`src/rtl/b02_pkg.sv`:
```
// ---------------------------------------------------------------------------
// b02_pkg
//   Shared types and constants for b02-derived blocks.
//   - b02_state_t     : 3-bit recognizer state, A=0 .. G=6 (code 7 unused)
//   - B02_RESET_STATE : state a context returns to on reset or flush
//   - STAT_W          : width of the optional per-line match counters
//   - STAT_MAX        : saturation value of those counters
// ---------------------------------------------------------------------------
package b02_pkg;

    typedef enum logic [2:0] {
        A = 3'd0,
        B = 3'd1,
        C = 3'd2,
        D = 3'd3,
        E = 3'd4,
        F = 3'd5,
        G = 3'd6
    } b02_state_t;

    localparam b02_state_t B02_RESET_STATE = A;

    localparam int STAT_W = 8;

    localparam logic [STAT_W-1:0] STAT_MAX = {STAT_W{1'b1}};

endpackage : b02_pkg

```
`src/rtl/b02_step.sv`:
```
// ---------------------------------------------------------------------------
// b02_step
//   Pure combinational step of the b02 serial recognizer. Given the current
//   state and one serial bit it returns the next state and the match pulse.
//   The match pulse depends only on the current state (u=1 iff s==E).
//
// Ports:
//   s_i    in   3  current state code (raw bits so code 7 can be recovered)
//   bit_i  in   1  serial bit consumed by this step
//   s_o    out  3  next state
//   u_o    out  1  match pulse for this step
// ---------------------------------------------------------------------------
module b02_step
    import b02_pkg::*;
(
    input  logic [2:0] s_i,
    input  logic       bit_i,
    output b02_state_t s_o,
    output logic       u_o
);

    always_comb begin
        s_o = B;
        u_o = 1'b0;
        case (s_i)
            A: s_o = B;
            B: s_o = bit_i ? F : C;
            C: s_o = bit_i ? G : D;
            D: s_o = E;
            E: begin
                s_o = B;
                u_o = 1'b1;
            end
            F: s_o = G;
            G: s_o = bit_i ? A : E;
            // Code 7 never arises from legal operation; recover as if in A.
            default: begin
                s_o = B;
                u_o = 1'b0;
            end
        endcase
    end

endmodule : b02_step

```
`src/rtl/b02_line_scheduler.sv`:
```
// ---------------------------------------------------------------------------
// b02_line_scheduler
//   Time-shares one b02 serial recognizer among NUM_LINES serial lines.
//   Each line keeps its own saved recognizer context. Every cycle a
//   rotate-priority arbiter picks at most one requesting, non-flushed line;
//   that line's context advances by one bit through the shared b02_step.
//   Match pulses are reported with the index of the line that produced them.
//
// Handshake: req[i] is a level. On every edge where line i wins, linea[i]
//   is consumed; gnt[i] pulses in the following cycle. A requester keeps
//   req high and presents its next bit whenever gnt[i] is low or pulsing.
//
// Parameters:
//   NUM_LINES  number of serial lines (2..16)
//   IDW        line index width, derived from NUM_LINES
//
// Ports:
//   clock        in   1          rising-edge clock
//   reset        in   1          asynchronous active-high reset
//   req          in   NUM_LINES  per-line step request (level)
//   linea        in   NUM_LINES  per-line serial bit
//   flush        in   NUM_LINES  per-line synchronous context clear to A
//   gnt          out  NUM_LINES  registered one-hot grant of the last step
//   match_valid  out  1          registered match pulse of the last step
//   match_line   out  IDW        line index of the most recent match
//   stat_sel     in   IDW        match-counter read select
//   stat_cnt     out  8          match-counter read data
//
// Optional feature macro: B02_LINE_SCHEDULER_STATS_EN
//   Defined   : per-line saturating 8-bit match counters, readable via
//               stat_sel/stat_cnt, cleared by reset and by the line's flush.
//   Undefined : no counters; stat_cnt reads 0 and stat_sel is ignored.
// ---------------------------------------------------------------------------
module b02_line_scheduler
    import b02_pkg::*;
#(
    parameter  int NUM_LINES = 4,
    localparam int IDW       = $clog2(NUM_LINES)
) (
    input  logic                 clock,
    input  logic                 reset,
    input  logic [NUM_LINES-1:0] req,
    input  logic [NUM_LINES-1:0] linea,
    input  logic [NUM_LINES-1:0] flush,
    output logic [NUM_LINES-1:0] gnt,
    output logic                 match_valid,
    output logic [IDW-1:0]       match_line,
    input  logic [IDW-1:0]       stat_sel,
    output logic [STAT_W-1:0]    stat_cnt
);

    // -----------------------------------------------------------------------
    // State
    // -----------------------------------------------------------------------
    b02_state_t           ctx_q [NUM_LINES];
    b02_state_t           ctx_d [NUM_LINES];
    logic [IDW-1:0]       ptr_q, ptr_d;
    logic [NUM_LINES-1:0] gnt_q, gnt_d;
    logic                 match_valid_q, match_valid_d;
    logic [IDW-1:0]       match_line_q, match_line_d;

    // Arbitration results
    logic [NUM_LINES-1:0] elig;
    logic                 win_valid;
    logic [IDW-1:0]       win_idx;
    logic [IDW-1:0]       arb_cand;

    // Shared step datapath
    b02_state_t           step_s;
    logic                 step_u;
    logic                 step_match;

    // (base + off) mod NUM_LINES, with base < NUM_LINES and off < NUM_LINES.
    // One extra bit holds the sum so a single conditional subtract suffices,
    // which also covers non-power-of-two line counts.
    function automatic logic [IDW-1:0] wrap_add(input logic [IDW-1:0] base,
                                                input int unsigned   off);
        logic [IDW:0] sum;
        sum = {1'b0, base} + (IDW+1)'(off);
        if (sum >= (IDW+1)'(NUM_LINES)) begin
            sum = sum - (IDW+1)'(NUM_LINES);
        end
        return sum[IDW-1:0];
    endfunction

    // -----------------------------------------------------------------------
    // Rotate-priority arbiter: first eligible line at ptr, ptr+1, ... (wrap).
    // A line being flushed this cycle is not eligible, so a flush always
    // takes precedence over a step on the same line.
    // -----------------------------------------------------------------------
    always_comb begin
        elig      = req & ~flush;
        win_valid = 1'b0;
        win_idx   = '0;
        arb_cand  = '0;
        for (int k = 0; k < NUM_LINES; k++) begin
            arb_cand = wrap_add(ptr_q, k);
            if (!win_valid && elig[arb_cand]) begin
                win_valid = 1'b1;
                win_idx   = arb_cand;
            end
        end
    end

    // Only the winning line's context and bit reach the shared recognizer.
    b02_step u_step (
        .s_i   (ctx_q[win_idx]),
        .bit_i (linea[win_idx]),
        .s_o   (step_s),
        .u_o   (step_u)
    );

    assign step_match = win_valid && step_u;

    // -----------------------------------------------------------------------
    // Next-state logic
    // -----------------------------------------------------------------------
    always_comb begin
        for (int i = 0; i < NUM_LINES; i++) begin
            ctx_d[i] = ctx_q[i];
            if (flush[i]) begin
                ctx_d[i] = B02_RESET_STATE;
            end else if (win_valid && (win_idx == IDW'(i))) begin
                ctx_d[i] = step_s;
            end
        end

        gnt_d = '0;
        if (win_valid) begin
            gnt_d[win_idx] = 1'b1;
        end

        match_valid_d = step_match;
        // match_line keeps the last matching line between matches.
        match_line_d  = step_match ? win_idx : match_line_q;
        // The pointer moves past the winner only when a step happened.
        ptr_d         = win_valid ? wrap_add(win_idx, 1) : ptr_q;
    end

    always_ff @(posedge clock or posedge reset) begin
        if (reset) begin
            for (int i = 0; i < NUM_LINES; i++) begin
                ctx_q[i] <= B02_RESET_STATE;
            end
            ptr_q         <= '0;
            gnt_q         <= '0;
            match_valid_q <= 1'b0;
            match_line_q  <= '0;
        end else begin
            for (int i = 0; i < NUM_LINES; i++) begin
                ctx_q[i] <= ctx_d[i];
            end
            ptr_q         <= ptr_d;
            gnt_q         <= gnt_d;
            match_valid_q <= match_valid_d;
            match_line_q  <= match_line_d;
        end
    end

    assign gnt         = gnt_q;
    assign match_valid = match_valid_q;
    assign match_line  = match_line_q;

    // -----------------------------------------------------------------------
    // Optional per-line match statistics
    // -----------------------------------------------------------------------
`ifdef B02_LINE_SCHEDULER_STATS_EN
    logic [STAT_W-1:0] cnt_q [NUM_LINES];
    logic [STAT_W-1:0] cnt_d [NUM_LINES];

    always_comb begin
        for (int i = 0; i < NUM_LINES; i++) begin
            cnt_d[i] = cnt_q[i];
            // A flushed line is never the winner, so clearing here also
            // discards any match that might coincide with the flush.
            if (flush[i]) begin
                cnt_d[i] = '0;
            end else if (step_match && (win_idx == IDW'(i)) &&
                         (cnt_q[i] != STAT_MAX)) begin
                cnt_d[i] = cnt_q[i] + 1'b1;
            end
        end
    end

    always_ff @(posedge clock or posedge reset) begin
        if (reset) begin
            for (int i = 0; i < NUM_LINES; i++) begin
                cnt_q[i] <= '0;
            end
        end else begin
            for (int i = 0; i < NUM_LINES; i++) begin
                cnt_q[i] <= cnt_d[i];
            end
        end
    end

    // Combinational read; selects beyond the last line read as zero.
    always_comb begin
        stat_cnt = '0;
        if ({1'b0, stat_sel} < (IDW+1)'(NUM_LINES)) begin
            stat_cnt = cnt_q[stat_sel];
        end
    end
`else
    logic unused_stat_sel;

    assign unused_stat_sel = ^stat_sel;
    assign stat_cnt        = '0;
`endif

endmodule : b02_line_scheduler

```
`config.mk`:
```
export PLATFORM = sky130hd
export DESIGN_NAME = b02_line_scheduler
export DESIGN_NICKNAME = d
export VERILOG_FILES = /design/src/rtl/b02_pkg.sv /design/src/rtl/b02_step.sv /design/src/rtl/b02_line_scheduler.sv
export SDC_FILE = /design/constraint.sdc
export NUM_CORES = 1
export LEC_CHECK = 0
export BUFFER_PORTS_ARGS = -buffer_cell sky130_fd_sc_hd__buf_2
export CAP_MARGIN = 20
export CORE_ASPECT_RATIO = 1.2
export CORE_MARGIN = 10
export CORE_UTILIZATION = 55
export DETAILED_ROUTE_END_ITERATION = 8
export PLACE_DENSITY = 0.84
export SLEW_MARGIN = 20
export SYNTH_ARGS = -nofsm -noshare
export SYNTH_HDL_FRONTEND = slang
export SYNTH_SLANG_ARGS = --single-unit
```
`constraint.sdc`:
```
create_clock -name clock -period 2.66 [get_ports clock]
set_clock_uncertainty 0.1 [all_clocks]
set_input_delay 0.399 -clock clock [delete_from_list [all_inputs] [get_ports clock]]
set_output_delay 0.399 -clock clock [all_outputs]
set_load 0.005 [all_outputs]
```
==> qor.txt, run 1 <==
flop2flop setup slack -> 0.06 ns
YS warnings -> 0
#FFs+latches synth -> 21
combinational fraction of design power -> 0.559
Max Transition Viols Final -> 0
Critical Path RT -> 2.77 ns
clock share of power -> 0.121
minimum clock period -> 2.60 ns
# setup viols final -> 0
worst-path fanout max -> 4
Residual DRC -> 0
outcome -> completed
routed len/inst -> 17.6 µm
worst flop-to-flop path endpoint -> ctx_q[0]
Worst-Margin Slew -> 0.791 ns
Mapped Cells -> 166
post-synth cell types -> 47
fin util -> 0.711
DR pass1 iterations -> 4
Final Hold Viols -> 0
Reg area -> 526 µm²
total number of vias -> 1492
DIE AREA -> 5340 µm²
Initial Utilization -> 0.565
ys async rst share -> 1.00
WP buf/inv -> 3
fmax -> 0.385 GHz
peak supply drop -> 0.483 mV
max-cap violations -> 0
clk root buf -> clkbuf_4
Die X-Extent -> 68.4 µm
area delta synth->final -> 25.9%
Crit. End Element -> flip-flop
HPWL after detailed placement -> 3520 µm
routability congestion estimate -> 0.993
Critical Path AT -> 2.70 ns
PwrDens -> 696 nW/µm²
pre-CTS worst setup slack -> -0.145 ns
Filler cells -> 213
vias in the first global route -> 1486
initial antenna violation count -> 0
row cnt -> 21
FF-to-FF Start -> ptr_q[0]
global route overflow -> 0
CP Cell Sequence -> buf_6 -> nor3b_4 -> a211oi_2 -> buf_4 -> o2111ai_2 -> o311ai_2 -> a221o_1 -> a222oi_1 -> buf_4 -> a211oi_1
post-synthesis sequential area ratio -> 0.340
critical path type -> flip-flop to flip-flop
largest net degree at the start of global routing -> 22
Critical Path Max Stage Delay -> 0.45 ns
clock buffer count from CTS -> 3
Mean Syn Cell Area -> 9.30 µm²
I/O Buffers -> 20
worst min-delay path category -> input pin to asynchronous set/reset pin
R2R depth -> 10
CP Launch Type -> flip-flop
unrepaired setup endpoints after global routing -> true
cell mode on critical path -> buf_4
Flop pwr share -> 0.320
final wirelength -> 4380 µm
crit path from -> ptr_q[0]
cts hold-fix bufs -> 0
non-filler instance count after layout -> 249
H-tree Lvls -> 1
Internal -> 790 µW
DRT antenna net count -> 0
Netlist Area Pre-Place -> 1540 µm²
Sw Pwr -> 564 µW
cell count along the critical path -> 10
CP endpoint -> ctx_q[0]
total clock sinks -> 21
Nets -> 236
CTS Buffer Depth -> 2
post-route setup slack -> 0.0629 ns
clock latency at the later pin of the worst-skew pair -> 0.31 ns
CP max-delay cell -> dfrtp_1
share of cells above drive strength 1 -> 0.377
placed cell count -> 244
core area -> 2730 µm²
global-route wire length before repair -> 6930 µm
multi-input gate area in the final layout -> 982 µm²
Clock Pin Slew Worst Setup and Hold Paths -> 0.13 ns
TritonCTS clock tree -> yes
Sw Ratio -> 0.416
Via density -> 5.99
Ant. Diodes -> 0
DIE HEIGHT -> 78.0 µm
DRT iter0 DRCs -> 105
Synth Flop Type -> dfrtp_1
Rel. slew slack -> 0.472
Post-synth EDFFs -> 0
fin crit share -> 0.976
static leakage -> 0.000923 µW
CP delay by family, top -> compound AO/OA/AOI/OAI gates
# IOs -> 31
All-Layer GR Usage -> 0.163
-- power by group through the flow --
stage	clock network (µW)	registers [µW]	logic (µW)
finish	164	433	757
global route	180	442	816
CTS	169	431	699
detailed placement	0	438	688
global placement	0	434	672
floorplan	0	433	404
-- cells in the final DEF, fill, tap and decap left out, types with 5 or more instances in the layout --
cell type / instances
nand3_1: 14
dfrtp_1: 21
nor2_1: 8
nand4_1: 7
inv_1: 12
nand3b_1: 6
nand2_1: 12
mux2_2: 5
buf_4: 27
conb_1: 8
buf_2: 20
o21ai_0: 8
-- how the worst min path moves through the flow --
stage	start	endpoint	slack, ns	cells after the start
6_report	reset	ctx_q[7]	0.11	2
5_1_grt	reset	ctx_q[0]	0.19	2
4_1_cts	reset	ctx_q[11]	0.13	2
3_5_place_dp	match_line[0]	match_line[0]	0.39	1
3_3_place_gp	match_line[1]	match_line[1]	0.38	1
2_1_floorplan	reset	ctx_q[0]	0.28	1
-- sequential cells by signal (all words and copies together) (netlist names) --
register,flops
match_valid,1
gnt,4
ptr_q,2
match_line,2
ctx_q,12
-- Yosys cell counts (2+ instances only) --
cell type  number  area, µm²
a211oi_1        4       30.0
a21oi_1         2       10.0
and2_1          2       12.5
buf_4           8       60.1
buf_6           2       22.5
dfrtp_1        21        526
ha_1            4       50.1
inv_1          12       45.0
mux2_2          5       56.3
mux2i_1         2       20.0
nand2_1        12       45.0
nand2b_1        3       18.8
nand3_1        14       70.1
nand3b_1        6       45.0
nand4_1         7       43.8
nor2_1          8       30.0
nor2b_1         2       12.5
nor3b_2         2       25.0
o2111ai_1       2       17.5
o211ai_1        3       22.5
o21ai_0         9       45.0
o21ai_1         2       10.0
o311ai_1        3       26.3
o31ai_1         4       30.0
o41ai_1         4       35.0
or3_1           2       12.5
-- metrics by stage --
stage	area (µm²)	hold WS [ns]	TNS, ns	total power, µW
CTS	1880	0.134	0	1300
detailed placement	1830	0.389	-0.919	1130
global route	1940	0.187	-0.520	1440
floorplan	1570	0.276	0	837
finish	1940	0.112	0	1350
global placement	1830	0.385	-0.672	1110
-- repair_timing --
action	in CTS	in global routing
hold endpoints to repair	0	0
gates resized for setup	4	12
buffers inserted	0	1
setup endpoints to repair	5	11
pin swaps	0	7
-- routing by layer --
metal | GRT usage | routed length, µm | vias up
met5 | 0 | 0 | -
met2 | 0.301 | 2260 | 73
met4 | 0.0403 | 132 | 0
met3 | 0.0256 | 272 | 12
li1 | - | - | 712
met1 | 0.183 | 1710 | 695
-- kinds of logic after synthesis --
family                   Yosys count  synth area share
AO/OA/AOI/OAI                     45             0.241
other                              1           0.00243
buffers and inverters             23            0.0851
adder cells (fa/ha/maj)            4            0.0324
multiplexers                       7            0.0494
AND/OR/NAND/NOR                   65             0.250
flip-flops                        21             0.340
-- cell type report --
class / instances / share of cell area
Clock buffer: 3 / 0.0116
Timing Repair Buffer: 48 / 0.162
Clock inverter: 1 / 0.00386
Multi-Input combinational cell: 129 / 0.505
Inverter: 13 / 0.0251
Tap cell: 34 / 0.0219
Sequential cell: 21 / 0.270
Note: power is estimated with default switching activity, not from simulation.
==> run 2: changes to the inputs <==
Settings changed: CORE_ASPECT_RATIO 1.2 to unset.
==> qor.txt, run 2 (synthesized netlist as in run 1, its figures left out) <==
Final Cell Area -> 1980 µm² (was 1940 µm²)
unrepaired setup endpoints after global routing -> false (was true)
HPWL after detailed placement -> 3840 µm (was 3520 µm)
TritonCTS clock tree -> yes (unchanged)
CTS Buffer Depth -> 2 (unchanged)
largest net degree at the start of global routing -> 22 (unchanged)
I/O Buffers -> 20 (unchanged)
DIE AREA -> 5330 µm² (was 5340 µm²)
routability congestion estimate -> 0.960 (was 0.993)
fin util -> 0.729 (was 0.711)
cts hold-fix bufs -> 0 (unchanged)
initial antenna violation count -> 0 (unchanged)
Critical Path RT -> 2.79 ns (was 2.77 ns)
DR pass1 iterations -> 6 (was 4)
fin crit share -> 0.977 (was 0.976)
crit path from -> ptr_q[0] (unchanged)
Die X-Extent -> 73.0 µm (was 68.4 µm)
Initial Utilization -> 0.570 (was 0.565)
clock latency at the later pin of the worst-skew pair -> 0.31 ns (about the same)
core area -> 2710 µm² (was 2730 µm²)
leading cell type in the layout, fill and taps excluded -> buf_4 (unchanged)
DRT antenna net count -> 0 (unchanged)
Worst-Margin Slew -> 0.768 ns (was 0.791 ns)
peak supply drop -> 0.556 mV (was 0.483 mV)
pre-CTS worst setup slack -> -0.405 ns (was -0.145 ns)
global-route wire length before repair -> 7770 µm (was 6930 µm)
clk root buf -> clkbuf_4 (unchanged)
share of cells above drive strength 1 -> 0.388 (was 0.377)
row cnt -> 19 (was 21)
number of flip-flops in the largest register -> 12 (unchanged)
worst min-delay path category -> input pin to asynchronous set/reset pin (unchanged)
Via density -> 6.26 (was 5.99)
clock buffer count from CTS -> 3 (unchanged)
All-Layer GR Usage -> 0.177 (was 0.163)
# setup viols final -> 0 (unchanged)
final wirelength -> 4700 µm (was 4380 µm)
# IOs -> 31 (unchanged)
Residual DRC -> 0 (unchanged)
H-tree Lvls -> 1 (unchanged)
total number of vias -> 1596 (was 1492)
Nets -> 245 (was 236)
Critical Path AT -> 2.73 ns (was 2.70 ns)
global route overflow -> 0 (unchanged)
max-cap violations -> 0 (unchanged)
critical path type -> flip-flop to flip-flop (unchanged)
fmax -> 0.385 GHz (about the same)
worst-path fanout max -> 11 (was 4)
routed len/inst -> 18.4 µm (was 17.6 µm)
most frequent cells in the layout -> buf_4 (37), dfrtp_1 (21), buf_2 (20), nand3_1 (14) (was buf_4 (27), dfrtp_1 (21), buf_2 (20), nand3_1 (14))
minimum clock period -> 2.60 ns (about the same)
FF-to-FF Start -> ptr_q[0] (unchanged)
area delta synth->final -> 28.0% (was 25.9%)
DIE HEIGHT -> 73.0 µm (was 78.0 µm)
CP Launch Type -> flip-flop (unchanged)
Final Hold Viols -> 0 (unchanged)
Most flops, register -> ctx_q (unchanged)
post-route setup slack -> 0.0619 ns (was 0.0629 ns)
Ant. Diodes -> 0 (unchanged)
Crit. End Element -> flip-flop (unchanged)
total clock sinks -> 21 (unchanged)
vias in the first global route -> 1667 (was 1486)
Placed Area -> 1900 µm² (was 1830 µm²)
Rel. slew slack -> 0.488 (was 0.472)
static leakage -> 0.000958 µW (was 0.000923 µW)
Max Transition Viols Final -> 0 (unchanged)
DRT iter0 DRCs -> 200 (was 105)
PwrDens -> 694 nW/µm² (was 696 nW/µm²)
outcome -> completed (unchanged)
Clock Pin Slew Worst Setup and Hold Paths -> 0.12 ns (was 0.13 ns)
[run 2: per-layer routing]
layer | wire length [µm] | vias up | track usage
met3 | 460 | 24 | 0.0449
met1 | 1720 | 741 | 0.204
met5 | 0 | - | 0
li1 | - | 731 | -
met4 | 117 | 0 | 0.0781
met2 | 2400 | 100 | 0.299
[run 2: final timing paths]
check                      depth (start not counted)            end  slack, ns
max                                               10      ctx_q[10]       0.06
min                                                2         gnt[2]       0.10
max reg2reg                                       10      ctx_q[10]       0.06
min reg2reg                                        1  match_line[0]       0.42
max in group asynchronous                          2       ctx_q[1]       1.89
min in group clock                                 3       ctx_q[0]       0.27
[run 2: stage by stage]
stage / setup TNS [ns] / hold slack, ns / total power, µW / std cells
2_1_floorplan: 0 / 0.276 / 837 / 173
3_3_place_gp: -1.02 / 0.384 / 1110 / 250
3_5_place_dp: -2.73 / 0.393 / 1160 / 250
4_1_cts: 0 / 0.121 / 1330 / 255
5_1_grt: 0 / 0.153 / 1450 / 255
6_report: 0 / 0.102 / 1370 / 255
[run 2: worst max-delay path: stages (launching register included)]
cell	delay, ns
dfrtp_1	0.43
buf_4	0.15
o221a_4	0.30
o21a_4	0.28
inv_4	0.10
buf_4	0.12
nand3_1	0.14
nand2_2	0.14
buf_4	0.11
mux2_2	0.38
o31ai_1	0.25
[run 2: timing repair]
action                     4_1_cts  5_1_grt
buffers inserted                 1        0
setup endpoints to repair        8       12
hold endpoints to repair         0        0
gates resized for setup          1        8
pin swaps                        1        0
[run 2: power by group]
part	total [µW]	switching (µW)	internal, µW
registers	430	47.8	382
logic	781	422	358
clock network	160	103	57.5
[run 2: layout make-up]
type / count / area (µm²)
clock buffers: 3 / 22.5
flip-flops and latches: 21 / 526
well taps: 31 / 38.8
repair buffers: 57 / 378
inverters: 13 / 51.3
multi-input cells: 129 / 952
fillers: 215 / 734
clock inverters: 1 / 7.51
